<file path="src/rtl/isp_timing_gen.sv">
// isp_timing_gen
//   Video timing and test-pattern source for the ISP pipeline. Free-running
//   h/v counters walk a parameterised raster. A small run/stop controller only
//   lets the generator stop at a frame boundary. Registered vsync/hsync/den
//   and 8-bit RGB form the transmitter end of the pipeline pixel interface.
//
//   Ports
//     clk          in   pixel clock
//     reset_n      in   asynchronous, active-low reset
//     enable       in   level; start/keep generating frames
//     pattern_sel  in   0 colour bars, 1 gradient, 2 checkerboard, 3 moving ramp
//     out_vsync    out  vertical sync, active high
//     out_hsync    out  horizontal sync, active high
//     out_den      out  data enable, high on active pixels
//     out_data_R/G/B out 8-bit colour, forced to 0 outside den
//     frame_start  out  one-clock pulse together with pixel (0,0)
//     busy         out  high whenever the controller is not idle
module isp_timing_gen #(
  parameter int H_ACTIVE   = 1024,
  parameter int H_FP       = 24,
  parameter int H_SYNC     = 136,
  parameter int H_BP       = 160,
  parameter int V_ACTIVE   = 1024,
  parameter int V_FP       = 3,
  parameter int V_SYNC     = 6,
  parameter int V_BP       = 29,
  parameter int CHECK_LOG2 = 5
) (
  input  logic       clk,
  input  logic       reset_n,
  input  logic       enable,
  input  logic [1:0] pattern_sel,
  output logic       out_vsync,
  output logic       out_hsync,
  output logic       out_den,
  output logic [7:0] out_data_R,
  output logic [7:0] out_data_G,
  output logic [7:0] out_data_B,
  output logic       frame_start,
  output logic       busy
);

  localparam int H_TOTAL = H_ACTIVE + H_FP + H_SYNC + H_BP;
  localparam int V_TOTAL = V_ACTIVE + V_FP + V_SYNC + V_BP;

  // Counters are at least 8 bits wide because the gradient and ramp patterns
  // read bits [7:0], and wide enough for the checkerboard bit.
  localparam int HW0 = ($clog2(H_TOTAL) > 8) ? $clog2(H_TOTAL) : 8;
  localparam int HW  = (HW0 > CHECK_LOG2) ? HW0 : CHECK_LOG2 + 1;
  localparam int VW0 = ($clog2(V_TOTAL) > 8) ? $clog2(V_TOTAL) : 8;
  localparam int VW  = (VW0 > CHECK_LOG2) ? VW0 : CHECK_LOG2 + 1;

  localparam logic [HW-1:0] H_LAST = HW'(H_TOTAL - 1);
  localparam logic [HW-1:0] H_ACT  = HW'(H_ACTIVE);
  localparam logic [HW-1:0] HS_BEG = HW'(H_ACTIVE + H_FP);
  localparam logic [HW-1:0] HS_END = HW'(H_ACTIVE + H_FP + H_SYNC);
  localparam logic [HW-1:0] BAR_W  = HW'(H_ACTIVE / 8);
  localparam logic [HW-1:0] H_ZERO = {HW{1'b0}};
  localparam logic [HW-1:0] H_ONE  = {{(HW-1){1'b0}}, 1'b1};

  localparam logic [VW-1:0] V_LAST = VW'(V_TOTAL - 1);
  localparam logic [VW-1:0] V_ACT  = VW'(V_ACTIVE);
  localparam logic [VW-1:0] VS_BEG = VW'(V_ACTIVE + V_FP);
  localparam logic [VW-1:0] VS_END = VW'(V_ACTIVE + V_FP + V_SYNC);
  localparam logic [VW-1:0] V_ZERO = {VW{1'b0}};
  localparam logic [VW-1:0] V_ONE  = {{(VW-1){1'b0}}, 1'b1};

  localparam logic [1:0] ST_IDLE = 2'd0;
  localparam logic [1:0] ST_RUN  = 2'd1;
  localparam logic [1:0] ST_STOP = 2'd2;

  logic [1:0]    state_q, state_d;
  logic [HW-1:0] h_cnt_q, h_cnt_d;
  logic [VW-1:0] v_cnt_q, v_cnt_d;
  logic [7:0]    frame_cnt_q, frame_cnt_d;

  // Stage 1: the raster position plus the pattern latched for the frame.
  // Output flops are fed from this stage, so pixel (0,0) can already see a
  // pattern latched at (0,0).
  logic          p_run_q, p_run_d;
  logic [HW-1:0] p_h_q, p_h_d;
  logic [VW-1:0] p_v_q, p_v_d;
  logic [7:0]    p_frame_q, p_frame_d;
  logic [1:0]    pat_q, pat_d;

  logic       vsync_d, hsync_d, den_d, fs_d, busy_d;
  logic [7:0] r_d, g_d, b_d;
  logic [7:0] r_s, g_s, b_s, ramp_s;
  logic [2:0] bar_s;
  logic       chk_s;
  logic       line_end_s, frame_end_s;

  assign line_end_s  = (h_cnt_q == H_LAST);
  assign frame_end_s = line_end_s && (v_cnt_q == V_LAST);

  // Run/stop controller: a stop request is deferred to the end of the frame.
  always_comb begin
    state_d = state_q;
    case (state_q)
      ST_IDLE: begin
        if (enable) state_d = ST_RUN;
        else        state_d = ST_IDLE;
      end
      ST_RUN: begin
        if (enable)           state_d = ST_RUN;
        else if (frame_end_s) state_d = ST_IDLE;
        else                  state_d = ST_STOP;
      end
      ST_STOP: begin
        if (enable)           state_d = ST_RUN;
        else if (frame_end_s) state_d = ST_IDLE;
        else                  state_d = ST_STOP;
      end
      default: state_d = ST_IDLE;
    endcase
  end

  // Raster counters; held at the origin while idle.
  always_comb begin
    h_cnt_d     = h_cnt_q;
    v_cnt_d     = v_cnt_q;
    frame_cnt_d = frame_cnt_q;
    if (state_q == ST_IDLE) begin
      h_cnt_d = H_ZERO;
      v_cnt_d = V_ZERO;
    end else if (line_end_s) begin
      h_cnt_d = H_ZERO;
      if (frame_end_s) begin
        v_cnt_d     = V_ZERO;
        frame_cnt_d = frame_cnt_q + 8'd1;
      end else begin
        v_cnt_d = v_cnt_q + V_ONE;
      end
    end else begin
      h_cnt_d = h_cnt_q + H_ONE;
    end
  end

  // Stage 1 capture; the pattern only changes at the frame origin.
  always_comb begin
    p_run_d   = (state_q != ST_IDLE);
    p_h_d     = h_cnt_q;
    p_v_d     = v_cnt_q;
    p_frame_d = frame_cnt_q;
    if ((state_q == ST_RUN) && (h_cnt_q == H_ZERO) && (v_cnt_q == V_ZERO)) begin
      pat_d = pattern_sel;
    end else begin
      pat_d = pat_q;
    end
  end

  // Pattern generation from the stage 1 position.
  always_comb begin
    bar_s  = 3'(p_h_q / BAR_W);
    ramp_s = p_h_q[7:0] + p_frame_q;
    chk_s  = p_h_q[CHECK_LOG2] ^ p_v_q[CHECK_LOG2];
    case (pat_q)
      2'd0: begin
        r_s = bar_s[1] ? 8'h00 : 8'hFF;
        g_s = bar_s[2] ? 8'h00 : 8'hFF;
        b_s = bar_s[0] ? 8'h00 : 8'hFF;
      end
      2'd1: begin
        r_s = p_h_q[7:0];
        g_s = p_v_q[7:0];
        b_s = 8'h80;
      end
      2'd2: begin
        r_s = chk_s ? 8'h00 : 8'hFF;
        g_s = r_s;
        b_s = r_s;
      end
      2'd3: begin
        r_s = ramp_s;
        g_s = ramp_s;
        b_s = ramp_s;
      end
      default: begin
        r_s = 8'h00;
        g_s = 8'h00;
        b_s = 8'h00;
      end
    endcase
  end

  // Output stage: sync/den decode and blanking of the colour channels.
  always_comb begin
    den_d   = p_run_q && (p_h_q < H_ACT) && (p_v_q < V_ACT);
    hsync_d = p_run_q && (p_h_q >= HS_BEG) && (p_h_q < HS_END);
    vsync_d = p_run_q && (p_v_q >= VS_BEG) && (p_v_q < VS_END);
    fs_d    = p_run_q && (p_h_q == H_ZERO) && (p_v_q == V_ZERO);
    busy_d  = (state_d != ST_IDLE);
    if (den_d) begin
      r_d = r_s;
      g_d = g_s;
      b_d = b_s;
    end else begin
      r_d = 8'h00;
      g_d = 8'h00;
      b_d = 8'h00;
    end
  end

  // All state and output flops; reset clears every output immediately.
  always_ff @(posedge clk or negedge reset_n) begin
    if (!reset_n) begin
      state_q     <= ST_IDLE;
      h_cnt_q     <= H_ZERO;
      v_cnt_q     <= V_ZERO;
      frame_cnt_q <= 8'd0;
      p_run_q     <= 1'b0;
      p_h_q       <= H_ZERO;
      p_v_q       <= V_ZERO;
      p_frame_q   <= 8'd0;
      pat_q       <= 2'd0;
      out_vsync   <= 1'b0;
      out_hsync   <= 1'b0;
      out_den     <= 1'b0;
      out_data_R  <= 8'h00;
      out_data_G  <= 8'h00;
      out_data_B  <= 8'h00;
      frame_start <= 1'b0;
      busy        <= 1'b0;
    end else begin
      state_q     <= state_d;
      h_cnt_q     <= h_cnt_d;
      v_cnt_q     <= v_cnt_d;
      frame_cnt_q <= frame_cnt_d;
      p_run_q     <= p_run_d;
      p_h_q       <= p_h_d;
      p_v_q       <= p_v_d;
      p_frame_q   <= p_frame_d;
      pat_q       <= pat_d;
      out_vsync   <= vsync_d;
      out_hsync   <= hsync_d;
      out_den     <= den_d;
      out_data_R  <= r_d;
      out_data_G  <= g_d;
      out_data_B  <= b_d;
      frame_start <= fs_d;
      busy        <= busy_d;
    end
  end

endmodule

</file>
<file path="config.mk">
export PLATFORM = sky130hd
export DESIGN_NAME = isp_timing_gen
export DESIGN_NICKNAME = d
export VERILOG_FILES = /design/src/rtl/isp_timing_gen.sv
export SDC_FILE = /design/constraint.sdc
export NUM_CORES = 1
export LEC_CHECK = 0
export ABC_AREA = 1
export CAP_MARGIN = 20
export CORE_MARGIN = 2
export CORE_UTILIZATION = 52
export DETAILED_ROUTE_END_ITERATION = 12
export PLACE_DENSITY = 0.72
export SKIP_LAST_GASP = 1
export SLEW_MARGIN = 20
export SYNTH_ARGS = -nofsm -noshare
export SYNTH_HDL_FRONTEND = slang
export SYNTH_SLANG_ARGS = --single-unit
</file>
<file path="constraint.sdc">
create_clock -name clk -period 1.64 [get_ports clk]
set_input_delay 0.164 -clock clk [delete_from_list [all_inputs] [get_ports clk]]
set_output_delay 0.164 -clock clk [all_outputs]
set_load 0.01 [all_outputs]
</file>
== Word-level counts from Yosys, hierarchy flattened ==
Index checks and enable logic that the tools add are counted.

* Bits in read-only memories: 0
* Memory bits (writable): 0
* Output and inout bits: 29
* Memories: 0
* Register bits: 94
* Latch bits: 0
* Input bits: 5
* Logic and storage cells: 77

* $mul: 0
* Reduce and logical (&&, ||, !) cells: 22
* $add $sub $neg: 4
* Divide/modulo/power cells: 0
* Bitwise operators: 2
* Multiplexer cells: 19
* $lt $le $gt $ge: 6
* Equality and inequality tests: 7
* Shifts and indexed selects: 0

{| class="wikitable"
|+ Operator list
! cell !! count
|-
| 8-bit one-hot mux with 4 select lines || 3
|-
| 8-bit two-way mux || 7
|-
| 11-bit two-way mux || 5
|-
| 11-bit zero test || 4
|-
| 11-bit less-than comparator, second input constant || 4
|-
| 11-bit by 1-bit adder with 11-bit output, second input constant || 2
|-
| 11-bit == test, second input constant || 2
|-
| 11-bit >= comparator, second input constant || 2
|-
| 1-bit logical AND || 11
|-
| 8-bit by 1-bit adder with 8-bit output, second input constant || 1
|-
| 8-bit adder || 1
|-
| 2-bit == test, second input constant || 3
|-
| 2-bit nonzero test || 3
|-
| 2-bit by 1-bit == test with 1-bit output, second input constant || 2
|-
| 2-bit zero test || 2
|-
| 2-bit two-way mux || 2
|-
| 2-bit one-hot mux with 2 select lines || 1
|-
| 3-bit AND reduction || 1
|-
| 2-bit OR reduction || 1
|-
| 1-bit two-way mux || 1
|-
| 1-bit inverter || 1
|-
| 1-bit XOR || 1
|}

== Longest topological paths before layout ==
* Depth in word-level cells: 6
* Gate-level depth with buffers: 12
* Depth with buffers taken out: 12

== Worst setup path before layout ==
No wires, ideal clock.

* Path kind: reg-to-reg
* From: reg p_h_q[0]
* To: reg out_data_G[6]
* Data arrival time: 1,555 ps
* Setup slack: -29 ps
* Stages on the path, launching flop included: 11
* Clock period less this slack: 1,669 ps
* Data required time: 1,526 ps
* Library setup time: 114 ps
* Buffers on the path: 0
* Path through: dfrtp_1 -> ha_1 -> fa_1 -> nand2_1 -> nand3_1 -> nand3_1 -> nand3_1 -> nand3_1 -> nand3_1 -> nand2_1 -> inv_1

* Word-level cells in the longest chain between the ends: 4
* Elaborated cells between the ends (all ways): 6
* Those cells by class: 1 x add/sub; 1 x order compare; 2 x mux; 2 x reduce/logical

{| class="wikitable"
|+ Ends and longest elaborated chain
! item !! line !! text
|-
| start: declaration || 81 || <nowiki>logic [HW-1:0] p_h_q, p_h_d;</nowiki>
|-
| start signal: assignment || 230 || <nowiki>p_h_q <= p_h_d;</nowiki>
|-
| branches (longest 3 deep; another with 8-bit adder) || -- ||
|-
| 8-bit two-way mux * || 193 || <nowiki>if (den_d) begin</nowiki>
|-
| via g_d[6] || 87 || <nowiki>logic [7:0] r_d, g_d, b_d;</nowiki>
|-
| end signal: assignment || 238 || <nowiki>out_data_G <= g_d;</nowiki>
|-
| end: declaration || 37 || <nowiki>output logic [7:0] out_data_G,</nowiki>
|}

Mark *: on every way through the listed nets, which the timed path passes.
A chain may end at the register's enable or synchronous reset.

== Worst setup path after layout ==
* From: reg p_h_q[0]
* To: reg out_data_R[4]

* Word-level cells in the longest chain between the ends: 4
* Elaborated cells between the ends (all ways): 6
* Those cells by class: 1 x add/sub; 1 x order compare; 2 x mux; 2 x reduce/logical

{| class="wikitable"
|+ Ends and longest elaborated chain
! item !! line !! text
|-
| branches (longest 3 deep; another with 8-bit adder) || -- ||
|-
| 8-bit two-way mux * || 193 ||
|-
| via r_d[4] || 87 ||
|-
| end signal: assignment || 237 || <nowiki>out_data_R <= r_d;</nowiki>
|-
| end: declaration || 36 || <nowiki>output logic [7:0] out_data_R,</nowiki>
|}

Marked as above.

==> load_flow_metrics.sql <==
INSERT INTO impl_metrics (metric_group, metric, value, unit) VALUES
('synth', 'synth_top_area_cell', 'sky130_fd_sc_hd__dfrtp_1', ''),
('finish', 'nNetsFinal', '599', ''),
('global_routing', 'first_global_vias', '3578', ''),
('place', 'dp_hpwl', '7231', 'um'),
('clock_tree', 'tritoncts_clock_tree', 'built', ''),
('global_routing', 'grt_antenna_before_repair', '0', ''),
('timing', 'final_setup_viols', '9', ''),
('clock_tree', 'ctsRootBufferMaster', 'sky130_fd_sc_hd__clkbuf_8', ''),
('timing', 'tightest_slew', '0.4921', 'ns'),
('clock_tree', 'cts.path.max_buffers', '2', ''),
('global_routing', 'grt_met2_use', '36.57', '%'),
('synth', 'yosys_warnings', '0', ''),
('global_routing', 'grt_overflow', '0', ''),
('synth', 'syn_nets', '513', ''),
('synth', 'netlist-cell-type-count', '39', ''),
('flow_run', 'drv_cap', '0', ''),
('synth', 'most_frequently_used_flop_master_after_synthesis', 'sky130_fd_sc_hd__dfrtp_1', ''),
('finish', 'diodes', '0', ''),
('routing', 'vias', '3669', ''),
('timing', 'worst_setup_margin', '-0.08883', 'ns'),
('timing', 'max-slew-margin-rel', '67.16', '%'),
('pwr', 'swShare', '37.06', '%'),
('status', 'run_status', 'finished with violations', ''),
('pwr', 'internal_power', '4.491', 'mW'),
('synth', 'synth_enable_flop_cells', '0', ''),
('routing', 'vias_per_cell', '5.341', ''),
('place', 'place_worst_setup_slack', '-0.1241', 'ns'),
('timing', 'fmaxAchievable', '0.5784', 'GHz'),
('place', 'placed_area', '5140', 'um^2'),
('floorplan', 'std_cell_rows', '33', ''),
('critical_path', 'worstSetupStartpointType', 'flop', ''),
('routing', 'detail_route.wl_per_cell', '14.67', 'um'),
('clock_tree', 'htree_num_levels', '3', ''),
('finish', 'synthToLayoutAreaGrowth', '29.56', '%'),
('floorplan', 'die-height', '96.19', 'um'),
('synth', 'yosysTopAreaCellShare', '53.23', '%'),
('critical_path', 'critPathRequiredTime', '1.90', 'ns'),
('critical_path', 'timing.reg2reg.setup_slack', '-0.09', 'ns'),
('global_routing', 'gr-max-usage-layer', 'met2', ''),
('critical_path', 'regToRegEndpoint', 'out_data_R[4]', ''),
('pwr', 'max_ir_drop_vdd', '811.8', 'uV'),
('synth', 'synth.ff_latch_count', '94', ''),
('status', 'violated_checks', 'setup timing', ''),
('critical_path', 'reg2regPathDepth', '12', ''),
('critical_path', 'worstPathArrival', '1.99', 'ns'),
('floorplan', 'die-area', '9252', 'um^2'),
('critical_path', 'crit_path_end_kind', 'flop', ''),
('floorplan', 'floorplan.die.width', '96.19', 'um'),
('timing', 'final_hold_violation_count', '0', ''),
('timing', 'final.period_utilization', '105.4', '%'),
('timing', 'final_period_minus_worst_setup_slack', '1.729', 'ns'),
('critical_path', 'reg_to_reg_start', 'p_h_q[0]', ''),
('floorplan', 'pin_count', '34', ''),
('critical_path', 'cp_max_fanout', '3', ''),
('pwr', 'pwr-share-seq', '40.5', '%'),
('synth', 'ys_top_cells_by_area', 'sky130_fd_sc_hd__dfrtp_1 (53%), sky130_fd_sc_hd__nand2_1 (9.9%), sky130_fd_sc_hd__inv_1 (6.0%)', ''),
('clock_tree', 'insertion_delay', '0.36', 'ns'),
('pwr', 'netSwitchingPower', '2.644', 'mW'),
('global_routing', 'grtUsageMet1', '28.36', '%'),
('critical_path', 'setup.worst_path.class', 'flop to flop', ''),
('timing', 'final_max_slew_viol_count', '0', ''),
('global_routing', 'grt.total_usage', '22.95', '%'),
('hold_path', 'hold_class', 'input pin to asynchronous set/reset pin', ''),
('synth', 'syn_avg_cell_area', '9.000', 'um^2'),
('routing', 'drt-initial-drc-count', '191', ''),
('finish', 'finalInstanceArea', '5725', 'um^2'),
('finish', 'mostFrequentLayoutCell', 'sky130_fd_sc_hd__nand2_1', ''),
('synth', 'ys_seq_area_share', '53.23', '%'),
('clock_tree', 'clock_sink_count', '94', ''),
('floorplan', 'core-area', '8217', 'um^2'),
('finish', 'final_layout_size_suffix_gt1_share', '24.40', '%');
-- kinds of logic after synthesis --
kind of cell	share of synthesized area, %
xor gates and xnor gates	2.775
buffers and inverters	6.965
AOI/OAI and AO/OA	5.465
adders and majority gates	4.983
and+or+nand+nor	26.59
DFF	53.23
-- timing repair --
| item | CTS | global route |
|---|---|---|
| hold buffers | 1 | 0 |
| pin swaps | 10 | 18 |
| setup endpoints to repair | 24 | 46 |
| gates resized for setup | 18 | 54 |
| endpoints found under the hold margin | 27 | 0 |
| buffers inserted | 7 | 3 |
-- layer usage --
metal | up-vias | wire [um]
met5 | - | 0
met4 | 0 | 446
met3 | 38 | 524
met2 | 143 | 4909
met1 | 1733 | 4197
li1 | 1755 | -
-- critical path: stages (launching register included) --
cell	delay [ns]
sky130_fd_sc_hd__dfrtp_1	0.39
sky130_fd_sc_hd__ha_2	0.19
sky130_fd_sc_hd__fa_2	0.40
sky130_fd_sc_hd__nand2_4	0.10
sky130_fd_sc_hd__nand3_4	0.09
sky130_fd_sc_hd__nand2_2	0.07
sky130_fd_sc_hd__nand2_1	0.05
sky130_fd_sc_hd__nand3_1	0.06
sky130_fd_sc_hd__nand2_1	0.08
sky130_fd_sc_hd__inv_2	0.07
sky130_fd_sc_hd__nand2_1	0.05
sky130_fd_sc_hd__nand2_1	0.05
sky130_fd_sc_hd__inv_1	0.04
-- sequential cells by signal, summed over array words and instances, names as in the netlist, 2 cells and up --
name and count:
p_v_d 11, p_frame_q 8, pat_q 2, h_cnt_q 11, out_data_B 8, out_data_R 8, state_q 2, frame_cnt_q 8
p_h_q 11, out_data_G 8, p_v_q 11
-- synth_stat cells, types with 6 or more instances --
| cell type | instances |
|---|---|
| sky130_fd_sc_hd__a21oi_1 | 17 |
| sky130_fd_sc_hd__dfrtp_1 | 94 |
| sky130_fd_sc_hd__ha_1 | 16 |
| sky130_fd_sc_hd__inv_1 | 71 |
| sky130_fd_sc_hd__nand2_1 | 116 |
| sky130_fd_sc_hd__nand3_1 | 38 |
| sky130_fd_sc_hd__nand4_1 | 11 |
| sky130_fd_sc_hd__nor2_1 | 33 |
| sky130_fd_sc_hd__nor3_1 | 10 |
| sky130_fd_sc_hd__o21ai_0 | 11 |
| sky130_fd_sc_hd__o22ai_1 | 6 |
| sky130_fd_sc_hd__xor2_1 | 9 |
-- per-stage QoR --
step           setup TNS [ns]  util (%)  std cells  hold slack (ns)  total power, mW
3_5_place_dp          -0.6995     62.56        661           0.1103            5.471
5_1_grt                -1.785     69.68        687           0.2802            7.594
2_1_floorplan               0         -        491          -0.1316            4.294
3_3_place_gp          -0.1609     62.56        661           0.1128            5.371
6_report              -0.4799     69.68        687           0.2636            7.135
4_1_cts               -0.1334     66.65        685           0.2639            7.003
-- worst max-delay path by stage --
stage | from | to | slack, ns
floorplan | p_h_q[0] | out_data_G[6] | 0.004
global placement | p_h_q[0] | out_data_R[6] | -0.04
detailed placement | p_h_q[0] | out_data_R[6] | -0.12
CTS | p_h_q[0] | out_data_R[4] | -0.04
global route | p_h_q[0] | out_data_G[6] | -0.19
finish | p_h_q[0] | out_data_R[4] | -0.09
-- area by class of cell --
type	count	area [um^2]
clock buffers	9	123.9
inverters	74	282.8
flip-flops and latches	94	2356
clock inverters	7	67.56
repair buffers	79	695.7
multi-input cells	319	2068
fillers	588	2491
well taps	105	131.4
-- power by group through the flow --
stage,sequential (mW),clock [mW],combinational [mW]
5_1_grt,2.93,1.60,3.06
3_5_place_dp,2.94,0,2.53
3_3_place_gp,2.92,0,2.45
2_1_floorplan,3.06,0,1.24
4_1_cts,2.88,1.50,2.61
6_report,2.89,1.47,2.77
Note: power is estimated with default switching activity, not from simulation.
